===== src/rtl/sdram_arb_pkg.sv =====
// Shared definitions for the SDRAM burst arbiter.
//   - arb_state_e      : arbiter FSM state encoding
//   - DEF_BURST_LEN    : default fixed burst length
//   - DEF_TIMEOUT_CYCLES: default burst_req-to-finish abort limit
//   - slot_w()         : width of an arbitration slot index (2*N_CH slots)
package sdram_arb_pkg;

  typedef enum logic [1:0] {
    ST_IDLE  = 2'd0,
    ST_WRITE = 2'd1,
    ST_READ  = 2'd2,
    ST_GAP   = 2'd3
  } arb_state_e;

  localparam int DEF_BURST_LEN      = 128;
  localparam int DEF_TIMEOUT_CYCLES = 4096;

  // Slots 0..N_CH-1 are writers, N_CH..2*N_CH-1 are readers.
  function automatic int slot_w(input int n_ch);
    return (2 * n_ch > 1) ? $clog2(2 * n_ch) : 1;
  endfunction

endpackage


===== src/rtl/sdram_burst_arbiter_if.sv =====
// SDRAM controller user-interface burst port (write and read halves).
//   master : arbiter side (drives req/len/addr/write data)
//   slave  : controller side (drives data_req/finish/read data/valid)
interface sdram_burst_arbiter_if #(
  parameter int ADDR_WIDTH     = 24,
  parameter int MEM_DATA_WIDTH = 16,
  parameter int BURST_WIDTH    = 8
);
  logic                      wr_burst_req;
  logic [BURST_WIDTH-1:0]    wr_burst_len;
  logic [ADDR_WIDTH-1:0]     wr_burst_addr;
  logic                      wr_burst_data_req;
  logic [MEM_DATA_WIDTH-1:0] wr_burst_data;
  logic                      wr_burst_finish;

  logic                      rd_burst_req;
  logic [BURST_WIDTH-1:0]    rd_burst_len;
  logic [ADDR_WIDTH-1:0]     rd_burst_addr;
  logic                      rd_burst_data_valid;
  logic [MEM_DATA_WIDTH-1:0] rd_burst_data;
  logic                      rd_burst_finish;

  modport master (
    output wr_burst_req, wr_burst_len, wr_burst_addr, wr_burst_data,
    input  wr_burst_data_req, wr_burst_finish,
    output rd_burst_req, rd_burst_len, rd_burst_addr,
    input  rd_burst_data_valid, rd_burst_data, rd_burst_finish
  );

  modport slave (
    input  wr_burst_req, wr_burst_len, wr_burst_addr, wr_burst_data,
    output wr_burst_data_req, wr_burst_finish,
    input  rd_burst_req, rd_burst_len, rd_burst_addr,
    output rd_burst_data_valid, rd_burst_data, rd_burst_finish
  );
endinterface


===== src/rtl/sdram_burst_arbiter_rr_arbiter.sv =====
// Combinational round-robin arbiter.
//   req_i   : request vector
//   ptr_i   : highest-priority slot this round
//   grant_o : one-hot winner (0 when no request)
//   idx_o   : winner index (0 when no request)
module rr_arbiter #(
  parameter int N = 4,
  localparam int IW = (N > 1) ? $clog2(N) : 1
) (
  input  logic [N-1:0]  req_i,
  input  logic [IW-1:0] ptr_i,
  output logic [N-1:0]  grant_o,
  output logic [IW-1:0] idx_o
);

  logic [IW:0] cand_s;

  // Scan from the farthest offset down so the slot nearest the pointer wins last.
  always_comb begin
    grant_o = '0;
    idx_o   = '0;
    cand_s  = '0;
    for (int i = N - 1; i >= 0; i--) begin
      cand_s = {1'b0, ptr_i} + (IW + 1)'(i);
      cand_s = (cand_s >= (IW + 1)'(N)) ? (cand_s - (IW + 1)'(N)) : cand_s;
      if (req_i[cand_s[IW-1:0]]) begin
        grant_o                   = '0;
        grant_o[cand_s[IW-1:0]]   = 1'b1;
        idx_o                     = cand_s[IW-1:0];
      end else begin
        grant_o = grant_o;
        idx_o   = idx_o;
      end
    end
  end

endmodule


===== src/rtl/sdram_burst_arbiter.sv =====
// Round-robin arbiter sharing one SDRAM burst port between N_CH writers and
// N_CH readers. One burst at a time; grant, address and burst_req are
// registered, data strobes are steered combinationally to the granted channel.
//   i_sys_clk/i_sys_rst        : clock, synchronous active-high reset
//   i_wr_req/i_wr_addr/i_wr_data: writer requests, base addresses, write data
//   o_wr_grant/o_wr_data_req/o_wr_done : writer grant, steered data_req, done pulse
//   i_rd_req/i_rd_addr         : reader requests and base addresses
//   o_rd_grant/o_rd_data_valid/o_rd_data/o_rd_done : reader side outputs
//   o_timeout                  : pulse when a burst is aborted without finish
//   sdram                      : controller burst port (master side)
module sdram_burst_arbiter
  import sdram_arb_pkg::*;
#(
  parameter int N_CH           = 2,
  parameter int ADDR_WIDTH     = 24,
  parameter int MEM_DATA_WIDTH = 16,
  parameter int BURST_WIDTH    = 8,
  parameter int BURST_LEN      = DEF_BURST_LEN,
  parameter int TIMEOUT_CYCLES = DEF_TIMEOUT_CYCLES
) (
  input  logic                           i_sys_clk,
  input  logic                           i_sys_rst,
  input  logic [N_CH-1:0]                i_wr_req,
  input  logic [N_CH*ADDR_WIDTH-1:0]     i_wr_addr,
  input  logic [N_CH*MEM_DATA_WIDTH-1:0] i_wr_data,
  output logic [N_CH-1:0]                o_wr_grant,
  output logic [N_CH-1:0]                o_wr_data_req,
  output logic [N_CH-1:0]                o_wr_done,
  input  logic [N_CH-1:0]                i_rd_req,
  input  logic [N_CH*ADDR_WIDTH-1:0]     i_rd_addr,
  output logic [N_CH-1:0]                o_rd_grant,
  output logic [N_CH-1:0]                o_rd_data_valid,
  output logic [MEM_DATA_WIDTH-1:0]      o_rd_data,
  output logic [N_CH-1:0]                o_rd_done,
  output logic                           o_timeout,
  sdram_burst_arbiter_if.master          sdram
);

  localparam int NS = 2 * N_CH;
  localparam int SW = slot_w(N_CH);
  localparam int CW = (TIMEOUT_CYCLES > 2) ? $clog2(TIMEOUT_CYCLES) : 1;

  localparam logic [1:0] S_IDLE  = ST_IDLE;
  localparam logic [1:0] S_WRITE = ST_WRITE;
  localparam logic [1:0] S_READ  = ST_READ;
  localparam logic [1:0] S_GAP   = ST_GAP;

  logic [1:0]            state_q, state_d;
  logic [SW-1:0]         ptr_q, ptr_d;
  logic [N_CH-1:0]       wr_grant_q, wr_grant_d, rd_grant_q, rd_grant_d;
  logic [N_CH-1:0]       wr_done_q, wr_done_d, rd_done_q, rd_done_d;
  logic                  wr_req_q, wr_req_d, rd_req_q, rd_req_d;
  logic                  timeout_q, timeout_d;
  logic [ADDR_WIDTH-1:0] addr_q, addr_d;
  logic [CW-1:0]         cnt_q, cnt_d;

  logic [NS-1:0]         arb_grant_s;
  logic [SW-1:0]         arb_idx_s;
  logic [SW:0]           ptr_nxt_s;
  logic [ADDR_WIDTH-1:0] win_addr_s;
  logic                  any_req_s;
  logic                  fin_s;

  rr_arbiter #(.N(NS)) u_rr_arbiter (
    .req_i   ({i_rd_req, i_wr_req}),
    .ptr_i   (ptr_q),
    .grant_o (arb_grant_s),
    .idx_o   (arb_idx_s)
  );

  assign any_req_s = |{i_rd_req, i_wr_req};
  assign ptr_nxt_s = {1'b0, arb_idx_s} + (SW + 1)'(1);
  // Only the finish of the port actually in use counts.
  assign fin_s = (state_q == S_WRITE) ? sdram.wr_burst_finish : sdram.rd_burst_finish;

  // Pick the winner's base address from its one-hot grant.
  always_comb begin
    win_addr_s = '0;
    for (int k = 0; k < N_CH; k++) begin
      if (arb_grant_s[k]) begin
        win_addr_s = i_wr_addr[k*ADDR_WIDTH +: ADDR_WIDTH];
      end else if (arb_grant_s[N_CH+k]) begin
        win_addr_s = i_rd_addr[k*ADDR_WIDTH +: ADDR_WIDTH];
      end else begin
        win_addr_s = win_addr_s;
      end
    end
  end

  // Arbitration FSM next-state logic.
  always_comb begin
    state_d    = state_q;
    ptr_d      = ptr_q;
    wr_grant_d = wr_grant_q;
    rd_grant_d = rd_grant_q;
    wr_req_d   = wr_req_q;
    rd_req_d   = rd_req_q;
    addr_d     = addr_q;
    cnt_d      = cnt_q;
    wr_done_d  = '0;
    rd_done_d  = '0;
    timeout_d  = 1'b0;
    case (state_q)
      S_IDLE: begin
        if (any_req_s) begin
          addr_d     = win_addr_s;
          cnt_d      = '0;
          ptr_d      = (ptr_nxt_s == (SW + 1)'(NS)) ? '0 : ptr_nxt_s[SW-1:0];
          wr_grant_d = arb_grant_s[N_CH-1:0];
          rd_grant_d = arb_grant_s[NS-1:N_CH];
          if (arb_idx_s < SW'(N_CH)) begin
            wr_req_d = 1'b1;
            state_d  = S_WRITE;
          end else begin
            rd_req_d = 1'b1;
            state_d  = S_READ;
          end
        end else begin
          state_d = S_IDLE;
        end
      end
      S_WRITE, S_READ: begin
        // Finish takes precedence over a timeout in the same cycle.
        if (fin_s || (cnt_q == CW'(TIMEOUT_CYCLES - 1))) begin
          wr_done_d  = fin_s ? wr_grant_q : '0;
          rd_done_d  = fin_s ? rd_grant_q : '0;
          timeout_d  = ~fin_s;
          wr_req_d   = 1'b0;
          rd_req_d   = 1'b0;
          wr_grant_d = '0;
          rd_grant_d = '0;
          state_d    = S_GAP;
        end else begin
          cnt_d = cnt_q + CW'(1);
        end
      end
      S_GAP: begin
        state_d = S_IDLE;
      end
      default: begin
        state_d    = S_IDLE;
        wr_req_d   = 1'b0;
        rd_req_d   = 1'b0;
        wr_grant_d = '0;
        rd_grant_d = '0;
      end
    endcase
  end

  // State registers with synchronous reset.
  always_ff @(posedge i_sys_clk) begin
    if (i_sys_rst) begin
      state_q    <= S_IDLE;
      ptr_q      <= '0;
      wr_grant_q <= '0;
      rd_grant_q <= '0;
      wr_done_q  <= '0;
      rd_done_q  <= '0;
      wr_req_q   <= 1'b0;
      rd_req_q   <= 1'b0;
      timeout_q  <= 1'b0;
      addr_q     <= '0;
      cnt_q      <= '0;
    end else begin
      state_q    <= state_d;
      ptr_q      <= ptr_d;
      wr_grant_q <= wr_grant_d;
      rd_grant_q <= rd_grant_d;
      wr_done_q  <= wr_done_d;
      rd_done_q  <= rd_done_d;
      wr_req_q   <= wr_req_d;
      rd_req_q   <= rd_req_d;
      timeout_q  <= timeout_d;
      addr_q     <= addr_d;
      cnt_q      <= cnt_d;
    end
  end

  // Write data of the granted channel, zero when nothing is granted.
  always_comb begin
    sdram.wr_burst_data = '0;
    for (int k = 0; k < N_CH; k++) begin
      if (wr_grant_q[k]) begin
        sdram.wr_burst_data = i_wr_data[k*MEM_DATA_WIDTH +: MEM_DATA_WIDTH];
      end else begin
        sdram.wr_burst_data = sdram.wr_burst_data;
      end
    end
  end

  assign sdram.wr_burst_req  = wr_req_q;
  assign sdram.rd_burst_req  = rd_req_q;
  assign sdram.wr_burst_addr = addr_q;
  assign sdram.rd_burst_addr = addr_q;
  assign sdram.wr_burst_len  = BURST_WIDTH'(BURST_LEN);
  assign sdram.rd_burst_len  = BURST_WIDTH'(BURST_LEN);

  // Grants are zero outside WRITE/READ, so stray strobes are masked here.
  assign o_wr_data_req   = {N_CH{sdram.wr_burst_data_req}} & wr_grant_q;
  assign o_rd_data_valid = {N_CH{sdram.rd_burst_data_valid}} & rd_grant_q;
  assign o_rd_data       = sdram.rd_burst_data;
  assign o_wr_grant      = wr_grant_q;
  assign o_rd_grant      = rd_grant_q;
  assign o_wr_done       = wr_done_q;
  assign o_rd_done       = rd_done_q;
  assign o_timeout       = timeout_q;

endmodule


===== src/flat_wrapper.sv =====
// flat-port wrapper written by rule: the top's interface ports become plain ports
module sdram_burst_arbiter_flat import sdram_arb_pkg::*;
#(
  parameter int N_CH           = 2,
  parameter int ADDR_WIDTH     = 24,
  parameter int MEM_DATA_WIDTH = 16,
  parameter int BURST_WIDTH    = 8,
  parameter int BURST_LEN      = DEF_BURST_LEN,
  parameter int TIMEOUT_CYCLES = DEF_TIMEOUT_CYCLES
)
  (i_sys_clk, i_sys_rst, i_wr_req, i_wr_addr, i_wr_data, o_wr_grant, o_wr_data_req, o_wr_done, i_rd_req, i_rd_addr, o_rd_grant, o_rd_data_valid, o_rd_data, o_rd_done, o_timeout, sdram_wr_burst_req, sdram_wr_burst_len, sdram_wr_burst_addr, sdram_wr_burst_data, sdram_wr_burst_data_req, sdram_wr_burst_finish, sdram_rd_burst_req, sdram_rd_burst_len, sdram_rd_burst_addr, sdram_rd_burst_data_valid, sdram_rd_burst_data, sdram_rd_burst_finish);
  sdram_burst_arbiter_if #(.ADDR_WIDTH(ADDR_WIDTH), .MEM_DATA_WIDTH(MEM_DATA_WIDTH), .BURST_WIDTH(BURST_WIDTH)) sdram_i ();
  input  logic i_sys_clk;
  input  logic i_sys_rst;
  input  logic [N_CH-1:0] i_wr_req;
  input  logic [N_CH*ADDR_WIDTH-1:0] i_wr_addr;
  input  logic [N_CH*MEM_DATA_WIDTH-1:0] i_wr_data;
  output logic [N_CH-1:0] o_wr_grant;
  output logic [N_CH-1:0] o_wr_data_req;
  output logic [N_CH-1:0] o_wr_done;
  input  logic [N_CH-1:0] i_rd_req;
  input  logic [N_CH*ADDR_WIDTH-1:0] i_rd_addr;
  output logic [N_CH-1:0] o_rd_grant;
  output logic [N_CH-1:0] o_rd_data_valid;
  output logic [MEM_DATA_WIDTH-1:0] o_rd_data;
  output logic [N_CH-1:0] o_rd_done;
  output logic o_timeout;
  output wire logic [$bits(sdram_i.wr_burst_req)-1:0] sdram_wr_burst_req;
  output wire logic [$bits(sdram_i.wr_burst_len)-1:0] sdram_wr_burst_len;
  output wire logic [$bits(sdram_i.wr_burst_addr)-1:0] sdram_wr_burst_addr;
  output wire logic [$bits(sdram_i.wr_burst_data)-1:0] sdram_wr_burst_data;
  input wire logic [$bits(sdram_i.wr_burst_data_req)-1:0] sdram_wr_burst_data_req;
  input wire logic [$bits(sdram_i.wr_burst_finish)-1:0] sdram_wr_burst_finish;
  output wire logic [$bits(sdram_i.rd_burst_req)-1:0] sdram_rd_burst_req;
  output wire logic [$bits(sdram_i.rd_burst_len)-1:0] sdram_rd_burst_len;
  output wire logic [$bits(sdram_i.rd_burst_addr)-1:0] sdram_rd_burst_addr;
  input wire logic [$bits(sdram_i.rd_burst_data_valid)-1:0] sdram_rd_burst_data_valid;
  input wire logic [$bits(sdram_i.rd_burst_data)-1:0] sdram_rd_burst_data;
  input wire logic [$bits(sdram_i.rd_burst_finish)-1:0] sdram_rd_burst_finish;
  assign sdram_wr_burst_req = sdram_i.wr_burst_req;
  assign sdram_wr_burst_len = sdram_i.wr_burst_len;
  assign sdram_wr_burst_addr = sdram_i.wr_burst_addr;
  assign sdram_wr_burst_data = sdram_i.wr_burst_data;
  assign sdram_i.wr_burst_data_req = sdram_wr_burst_data_req;
  assign sdram_i.wr_burst_finish = sdram_wr_burst_finish;
  assign sdram_rd_burst_req = sdram_i.rd_burst_req;
  assign sdram_rd_burst_len = sdram_i.rd_burst_len;
  assign sdram_rd_burst_addr = sdram_i.rd_burst_addr;
  assign sdram_i.rd_burst_data_valid = sdram_rd_burst_data_valid;
  assign sdram_i.rd_burst_data = sdram_rd_burst_data;
  assign sdram_i.rd_burst_finish = sdram_rd_burst_finish;
  sdram_burst_arbiter #(.N_CH(N_CH), .ADDR_WIDTH(ADDR_WIDTH), .MEM_DATA_WIDTH(MEM_DATA_WIDTH), .BURST_WIDTH(BURST_WIDTH), .BURST_LEN(BURST_LEN), .TIMEOUT_CYCLES(TIMEOUT_CYCLES)) u_core (.i_sys_clk(i_sys_clk), .i_sys_rst(i_sys_rst), .i_wr_req(i_wr_req), .i_wr_addr(i_wr_addr), .i_wr_data(i_wr_data), .o_wr_grant(o_wr_grant), .o_wr_data_req(o_wr_data_req), .o_wr_done(o_wr_done), .i_rd_req(i_rd_req), .i_rd_addr(i_rd_addr), .o_rd_grant(o_rd_grant), .o_rd_data_valid(o_rd_data_valid), .o_rd_data(o_rd_data), .o_rd_done(o_rd_done), .o_timeout(o_timeout), .sdram(sdram_i));
endmodule

===== config.mk =====
export PLATFORM = sky130hd
export DESIGN_NAME = sdram_burst_arbiter_flat
export DESIGN_NICKNAME = d
export VERILOG_FILES = /design/src/rtl/sdram_arb_pkg.sv /design/src/rtl/sdram_burst_arbiter_if.sv /design/src/rtl/sdram_burst_arbiter_rr_arbiter.sv /design/src/rtl/sdram_burst_arbiter.sv /design/src/flat_wrapper.sv
export SDC_FILE = /design/constraint.sdc
export NUM_CORES = 1
export LEC_CHECK = 0
export ABC_CLOCK_PERIOD_IN_PS = 8200
export BUFFER_PORTS_ARGS = -buffer_cell sky130_fd_sc_hd__buf_4
export CAP_MARGIN = 30
export CORE_AREA = 2 2 102 104
export CTS_CLUSTER_SIZE = 12
export DETAILED_ROUTE_END_ITERATION = 10
export DIE_AREA = 0 0 104 106
export GPL_TIMING_DRIVEN = 0
export PLACE_DENSITY = 0.83
export SLEW_MARGIN = 25
export SYNTH_ARGS = -nofsm -noshare
export SYNTH_HDL_FRONTEND = slang
export SYNTH_SLANG_ARGS = --single-unit
export TNS_END_PERCENT = 50

===== constraint.sdc =====
create_clock -name i_sys_clk -period 8.2 [get_ports i_sys_clk]
set_input_delay 0.82 -clock i_sys_clk [delete_from_list [all_inputs] [get_ports i_sys_clk]]
set_output_delay 0.82 -clock i_sys_clk [all_outputs]
set_load 0.02 [all_outputs]

==> flow_summary.json, run 1 <==
{
  "status": "finished clean",
  "hold_buffers": 0,
  "grt_pass1_wl_um": 26220,
  "place_congestion": 0.9167,
  "worst_setup_path_start_kind": "flip-flop",
  "ys_ff_latch": 51,
  "drtPass1Iterations": 5,
  "slew-limit-headroom": 0.5256,
  "initial_core_util": 0.4346,
  "met1_usage": 0.3427,
  "wl_per_cell_um": 18.09,
  "syn2layout_area_growth_pct": 47.97,
  "post-route-period-util": 0.5000,
  "synth_edf_count": 0,
  "pin_count": 265,
  "die-area_mm2": 0.01102,
  "slowest_stage": "a221oi_1",
  "grt_max_degree": 17,
  "ys_seq_area_frac": 0.2350,
  "nets": 964,
  "synth_top_area_frac": 0.2350,
  "yosysTopAreaCell": "dfxtp_1",
  "htree_levels": 2,
  "synth_xor_area_frac": 0.006047,
  "ant_nets": 0,
  "insertion_delay_ns": 0.31,
  "detail_route.vias_per_cell": 5.657,
  "synthesis.area_mm2": 0.004345,
  "grt_antenna_before_repair": 0,
  "setup_violations": 0,
  "clock_sinks": 51,
  "rsz0062_at_grt": "no",
  "synth_area_per_cell_um2": 7.930,
  "post-route-util": 0.6430,
  "finalHoldViolations": 0,
  "cp-end-kind": "flip-flop",
  "cts_made_buffers": 5,
  "worstMarginPinSlew_ns": 0.7116,
  "yosysWarnings": 0,
  "finalNonFillerCells": 935,
  "drc": 0,
  "maxSlewViolCount": 0,
  "vdd_drop_max_mv": 0.2166,
  "worst_slack_ns": 4.100,
  "dp_hpwl_um": 13540,
  "drt-initial-drc-count": 311,
  "crit_chain": "buf_2, buf_2, inv_1, ha_1, clkbuf_1, mux2_2, a221o_1, a221oi_1, clkbuf_1, o21ai_0, o221ai_1, a211oi_1",
  "worstPathRequired_ns": 8.38,
  "coreArea_mm2": 0.01000,
  "synth_top_cells_by_area": "dfxtp_1 (23%), buf_4 (9.7%), o21ai_0 (6.2%), a211oi_1 (5.7%), a211oi_2 (5.5%)",
  "period_minus_slack_ns": 4.100,
  "power.density_mw_per_mm2": 430.9,
  "die_w_um": 104,
  "max-cap-violations": 0,
  "synthMuxAreaShare": 0.04549,
  "timing.fmax_ghz": 0.2439,
  "vias": 5289,
  "met2_usage": 0.5061,
  "tns_ns": 0,
  "cts_setup_buffers": 0,
  "critical_path_peak_fanout": 10,
  "met3_usage": 0.09074,
  "arrival_ns": 4.28,
  "grt.busiest_layer": "met2",
  "dieHeight_um": 106,
  "cts_tree": "built",
  "synthTopCellsByCount": "buf_4 (56), o21ai_0 (54), dfxtp_1 (51)",
  "clk_pin_slew_ns": 0.10,
  "dp_cells": 927,
  "wirelength_um": 16920,
  "synth_ff_type": "dfxtp_1",
  "synthArstFlopShare": 0,
  "portBuffers": 229,
  "synth_compound_area_frac": 0.3720,
  "p_leak_nw": 2.907,
  "nFillCells": 886,
  "synthSimpleGateAreaFrac": 0.1414,
  "gr-total-overflow": 0,
  "synthCells": 548,
  "clockRootBuffer": "clkbuf_8",
  "clock_skew_ns": 0.007487,
  "synth_top_family_by_area": "compound AO/OA/AOI/OAI gates",
  "final_layout_size_suffix_gt1_frac": 0.4393,
  "ctsResizeCount": 0,
  "cts_buffer_depth": 2,
  "grt_use_total": 0.2910,
  "rows": 37,
  "antenna_cells": 0,
  "critPathKind": "flip-flop to flip-flop",
  "grt_pass1_vias": 5088,
  "yosysMostFrequentCell": "buf_4",
  "min_path_type": "flip-flop to flip-flop",
  "pre_cts_slack_ns": 4.194,
  "synth_cell_type_count": 56,
  "slowest_delay_ns": 0.59,
  "synth_fa_ha_area_frac": 0.03455,
  "whs_ns": 0.5021
}
[where the power goes]
group          internal [mW]  switching [mW]
clock network          0.122          0.0902
logic                  0.855            1.28
registers              0.337          0.0849
total                   1.31            1.46
[logic make-up after synthesis]
| logic type | Yosys count |
|---|---|
| AOI/OAI and AO/OA | 222 |
| xor gates and xnor gates | 3 |
| adders and majority gates | 12 |
| buffers and inverters | 117 |
| DFF | 51 |
| muxes | 14 |
| other | 2 |
| and+or+nand+nor | 127 |
[worst max-delay path, delay by kind of cell, from the launching register on]
kind                       cells  cell delay, ns
muxes                          1            0.38
DFF                            1            0.46
AOI/OAI and AO/OA              5            1.47
buffers and inverters          5            1.37
adders and majority gates      1            0.30
[state kept, by name (all words and copies together), names as in the netlist, 2 cells and up]
register	cells
u_core.cnt_q	12
u_core.o_rd_done	2
u_core.o_rd_grant	2
u_core.o_wr_done	2
u_core.o_wr_grant	2
u_core.ptr_q	2
u_core.sdram.rd_burst_addr	24
u_core.state_q	2
[final timing paths]
check	startpoint	to	slack, ns	depth (start not counted)
min reg2reg	u_core.cnt_q[10]$_SDFFE_PP0P_	u_core.cnt_q[10]$_SDFFE_PP0P_	0.50	2
max	u_core.ptr_q[0]$_SDFFE_PP0P_	u_core.sdram.rd_burst_addr[12]$_SDFFE_PP0P_	4.10	12
min	u_core.cnt_q[10]$_SDFFE_PP0P_	u_core.cnt_q[10]$_SDFFE_PP0P_	0.50	2
max reg2reg	u_core.ptr_q[0]$_SDFFE_PP0P_	u_core.sdram.rd_burst_addr[12]$_SDFFE_PP0P_	4.10	12
[area by class of cell]
| cell class | count | area, um^2 | area share |
|---|---|---|---|
| timing repair buffer | 229 | 1719 | 0.2674 |
| sequential | 51 | 1021 | 0.1588 |
| inverter | 10 | 37.54 | 0.005838 |
| clock buffer | 5 | 68.82 | 0.01070 |
| multi-input combinational | 394 | 2671 | 0.4154 |
| clock inverter | 3 | 67.56 | 0.01051 |
| tap | 136 | 170.2 | 0.02646 |
| buffer | 107 | 674.4 | 0.1049 |
[cell usage in the layout (no fill, tap or decap), types with 5 or more instances in the layout]
| cell | instances |
|---|---|
| clkbuf_1 | 30 |
| nor2b_1 | 5 |
| clkbuf_8 | 5 |
| mux2_2 | 6 |
| nand3_1 | 5 |
| nor2_1 | 38 |
| a21oi_1 | 42 |
| nand2_1 | 41 |
| nand2b_1 | 6 |
| a211oi_1 | 33 |
| a211oi_2 | 19 |
| dfxtp_1 | 51 |
| ha_1 | 12 |
| buf_4 | 285 |
| buf_6 | 6 |
| a22o_1 | 17 |
| o21ai_0 | 54 |
| o221ai_1 | 24 |
| and2_1 | 10 |
| buf_2 | 13 |
| conb_1 | 16 |
| inv_1 | 10 |
[layer usage]
metal,vias to the layer above,share of wire,wire length (um)
met5,-,0,0
met4,0,0.027,456
met3,37,0.11,1805
met2,309,0.49,8259
met1,2485,0.38,6396
li1,2458,-,-
[stage by stage]
step,cell area [um^2],power (mW)
final,6430,2.771
after global routing,6430,2.956
after CTS,6425,2.734
after detailed placement,6289,2.516
after global placement,6287,2.457
after floorplan,4398,1.849
(Power assumes the default switching activity.)
==> run 2, diff against run 1 <==
--- a/config.mk
+++ b/config.mk
@@ -5,15 +5,15 @@
 export SDC_FILE = /design/constraint.sdc
 export NUM_CORES = 1
 export LEC_CHECK = 0
-export ABC_CLOCK_PERIOD_IN_PS = 8200
+export ABC_CLOCK_PERIOD_IN_PS = 3600
 export BUFFER_PORTS_ARGS = -buffer_cell sky130_fd_sc_hd__buf_4
 export CAP_MARGIN = 30
-export CORE_AREA = 2 2 102 104
+export CORE_ASPECT_RATIO = 0.8
+export CORE_UTILIZATION = 40
 export CTS_CLUSTER_SIZE = 12
 export DETAILED_ROUTE_END_ITERATION = 10
-export DIE_AREA = 0 0 104 106
 export GPL_TIMING_DRIVEN = 0
-export PLACE_DENSITY = 0.83
+export PLACE_DENSITY = 0.8
 export SLEW_MARGIN = 25
 export SYNTH_ARGS = -nofsm -noshare
 export SYNTH_HDL_FRONTEND = slang
==> constraint.sdc (replaced) <==
create_clock -name i_sys_clk -period 3.6 [get_ports i_sys_clk]
set_input_delay 0.36 -clock i_sys_clk [delete_from_list [all_inputs] [get_ports i_sys_clk]]
set_output_delay 0.36 -clock i_sys_clk [all_outputs]
set_load 0.02 [all_outputs]
==> run 2 against run 1 <==
Effect of this change:
- die area rose by 2.4%
- sequential share of layout area shrank 0.16 points
- worst setup slack worse by 4.0 ns
- sequential power is 130% higher
- clock skew up 0.0034 ns
- critical path type unchanged
- critical endpoint is now u_core.sdram.rd_burst_addr[21]$_SDFFE_PP0P_
- largest power group unchanged
==> flow_summary.json, run 2 (synthesis gave the netlist of run 1 again) <==
{
  "slew-limit-headroom": 0.4910,
  "share_seq_of_total_power": 0.150,
  "routed-wl-met2_um": 7824,
  "dp_hpwl_um": 12940,
  "die-area_mm2": 0.01129,
  "status": "finished clean",
  "rows": 33,
  "mostFrequentLayoutCell": "buf_4",
  "ant_nets": 0,
  "internal_power_mw": 3.041,
  "grt_pass1_vias": 4881,
  "wirelength_um": 16360,
  "maxSlewViolCount": 0,
  "pin_count": 265,
  "switchingPower_mw": 3.355,
  "clock_skew_ns": 0.01094,
  "drtPass1Iterations": 5,
  "route.met3.wl_um": 1659,
  "cp-end-kind": "flip-flop",
  "vias": 5274,
  "fin_area_mm2": 0.006495,
  "top_layer_used": "met4",
  "min_path_type": "input pin to flip-flop",
  "drc": 0,
  "coreArea_mm2": 0.01041,
  "clk_pin_slew_ns": 0.08,
  "p_comb_frac": 0.771,
  "nets": 965,
  "final_cell_mix": "buf_4 (286), o21ai_0 (54), dfxtp_1 (51)",
  "worst_setup_path_start_kind": "flip-flop",
  "grt_max_degree": 18,
  "p_leak_nw": 2.941,
  "grt_use_total": 0.2775,
  "switching_share": 0.5245,
  "dieHeight_um": 95.23,
  "cts_tree": "built",
  "critical_path_peak_fanout": 10,
  "vdd_drop_max_mv": 0.5000,
  "hold_buffers": 0,
  "wl_per_cell_um": 17.40,
  "whs_ns": 0.3902,
  "critPathKind": "flip-flop to flip-flop",
  "grt_pass1_wl_um": 24620,
  "route.layer.met1.wl_um": 6461,
  "clock_sinks": 51,
  "syn2layout_area_growth_pct": 49.47,
  "final_layout_size_suffix_gt1_frac": 0.4500,
  "timing.fmax_ghz": 0.2891,
  "cts_made_buffers": 5,
  "arrival_ns": 3.66,
  "rsz0062_at_grt": "no",
  "finalHoldViolations": 0,
  "portBuffers": 229,
  "insertion_delay_ns": 0.30,
  "placed_cell_area_mm2": 0.006294,
  "detail_route.vias_per_cell": 5.611,
  "clkPwrFrac": 0.079,
  "place_congestion": 0.9417,
  "worstPathRequired_ns": 3.80,
  "cts_buffer_depth": 2,
  "clockRootBuffer": "clkbuf_16",
  "setup_violations": 0,
  "antenna_cells": 0,
  "post-route-period-util": 0.9608,
  "initial_core_util": 0.4176,
  "die_w_um": 118.5,
  "grt_antenna_before_repair": 0,
  "drt-initial-drc-count": 412,
  "htree_levels": 2,
  "worstMarginPinSlew_ns": 0.7589,
  "power.density_mw_per_mm2": 984.8,
  "period_minus_slack_ns": 3.459,
  "max-cap-violations": 0,
  "gr-total-overflow": 0,
  "largest_reg_flops": 24
}
-- run 2: cell count changes in the layout (fill, tap and decap cells not counted), sizes merged --
cell / delta
bufinv: -2
clkbuf: +2
buf: -1
clkinv: +2
-- run 2: worst paths after layout --
path	startpoint	to	slack (ns)	cells after the start
worst min register to register	u_core.cnt_q[10]$_SDFFE_PP0P_	u_core.cnt_q[10]$_SDFFE_PP0P_	0.49	2
worst max-delay path	u_core.ptr_q[0]$_SDFFE_PP0P_	u_core.sdram.rd_burst_addr[21]$_SDFFE_PP0P_	0.14	11
worst max register to register	u_core.ptr_q[0]$_SDFFE_PP0P_	u_core.sdram.rd_burst_addr[21]$_SDFFE_PP0P_	0.14	11
worst min-delay path	i_wr_addr[38]	u_core.sdram.rd_burst_addr[14]$_SDFFE_PP0P_	0.39	3
-- run 2: metrics by stage --
stage	setup TNS [ns]	cells	util	setup slack (ns)	power [mW]
after floorplan	0	562	-	0.3567	4.211
after global placement	-6.088	931	0.6047	-0.3519	5.576
after detailed placement	-8.724	931	0.6049	-0.4869	5.716
after CTS	0	939	0.6217	0.03451	6.267
after global routing	0	940	0.6242	0.02167	6.794
final	0	940	0.6242	0.1412	6.396
-- run 2: per-layer routing --
metal / up-vias / global-route usage
li1: 2459 / -
met1: 2423 / 0.3388
met2: 352 / 0.4942
met3: 40 / 0.05682
met4: 0 / 0.08544
met5: - / 0
-- run 2: critical path, stage by stage (launching register included) --
cell	delay, ns
dfxtp_1	0.41
clkbuf_4	0.22
clkbuf_4	0.22
inv_1	0.15
ha_4	0.36
mux2_2	0.34
a221o_1	0.38
a221o_2	0.41
buf_6	0.19
a211oi_2	0.22
o221ai_1	0.16
a211oi_1	0.28
-- run 2: what timing repair did --
item / CTS / global route
buffers inserted: 1 / 0
gates resized for setup: 4 / 12
pin swaps: 1 / 0
setup endpoints to repair: 24 / 24
-- run 2: power groups by stage --
stage | Clock [mW] | Sequential [mW] | Combinational [mW]
after floorplan | 0 | 1.11 | 3.10
after global placement | 0 | 0.960 | 4.62
after detailed placement | 0 | 0.968 | 4.75
after CTS | 0.494 | 0.959 | 4.81
after global routing | 0.518 | 0.984 | 5.29
final | 0.503 | 0.960 | 4.93
-- run 2: cell type report --
cell class | count | area [um^2]
multi-input combinational | 394 | 2698
tap | 140 | 175.2
fill | 922 | 3910
inverter | 10 | 37.54
sequential | 51 | 1021
buffer | 106 | 681.9
clock inverter | 3 | 25.02
timing repair buffer | 231 | 1732
clock buffer | 5 | 125.1
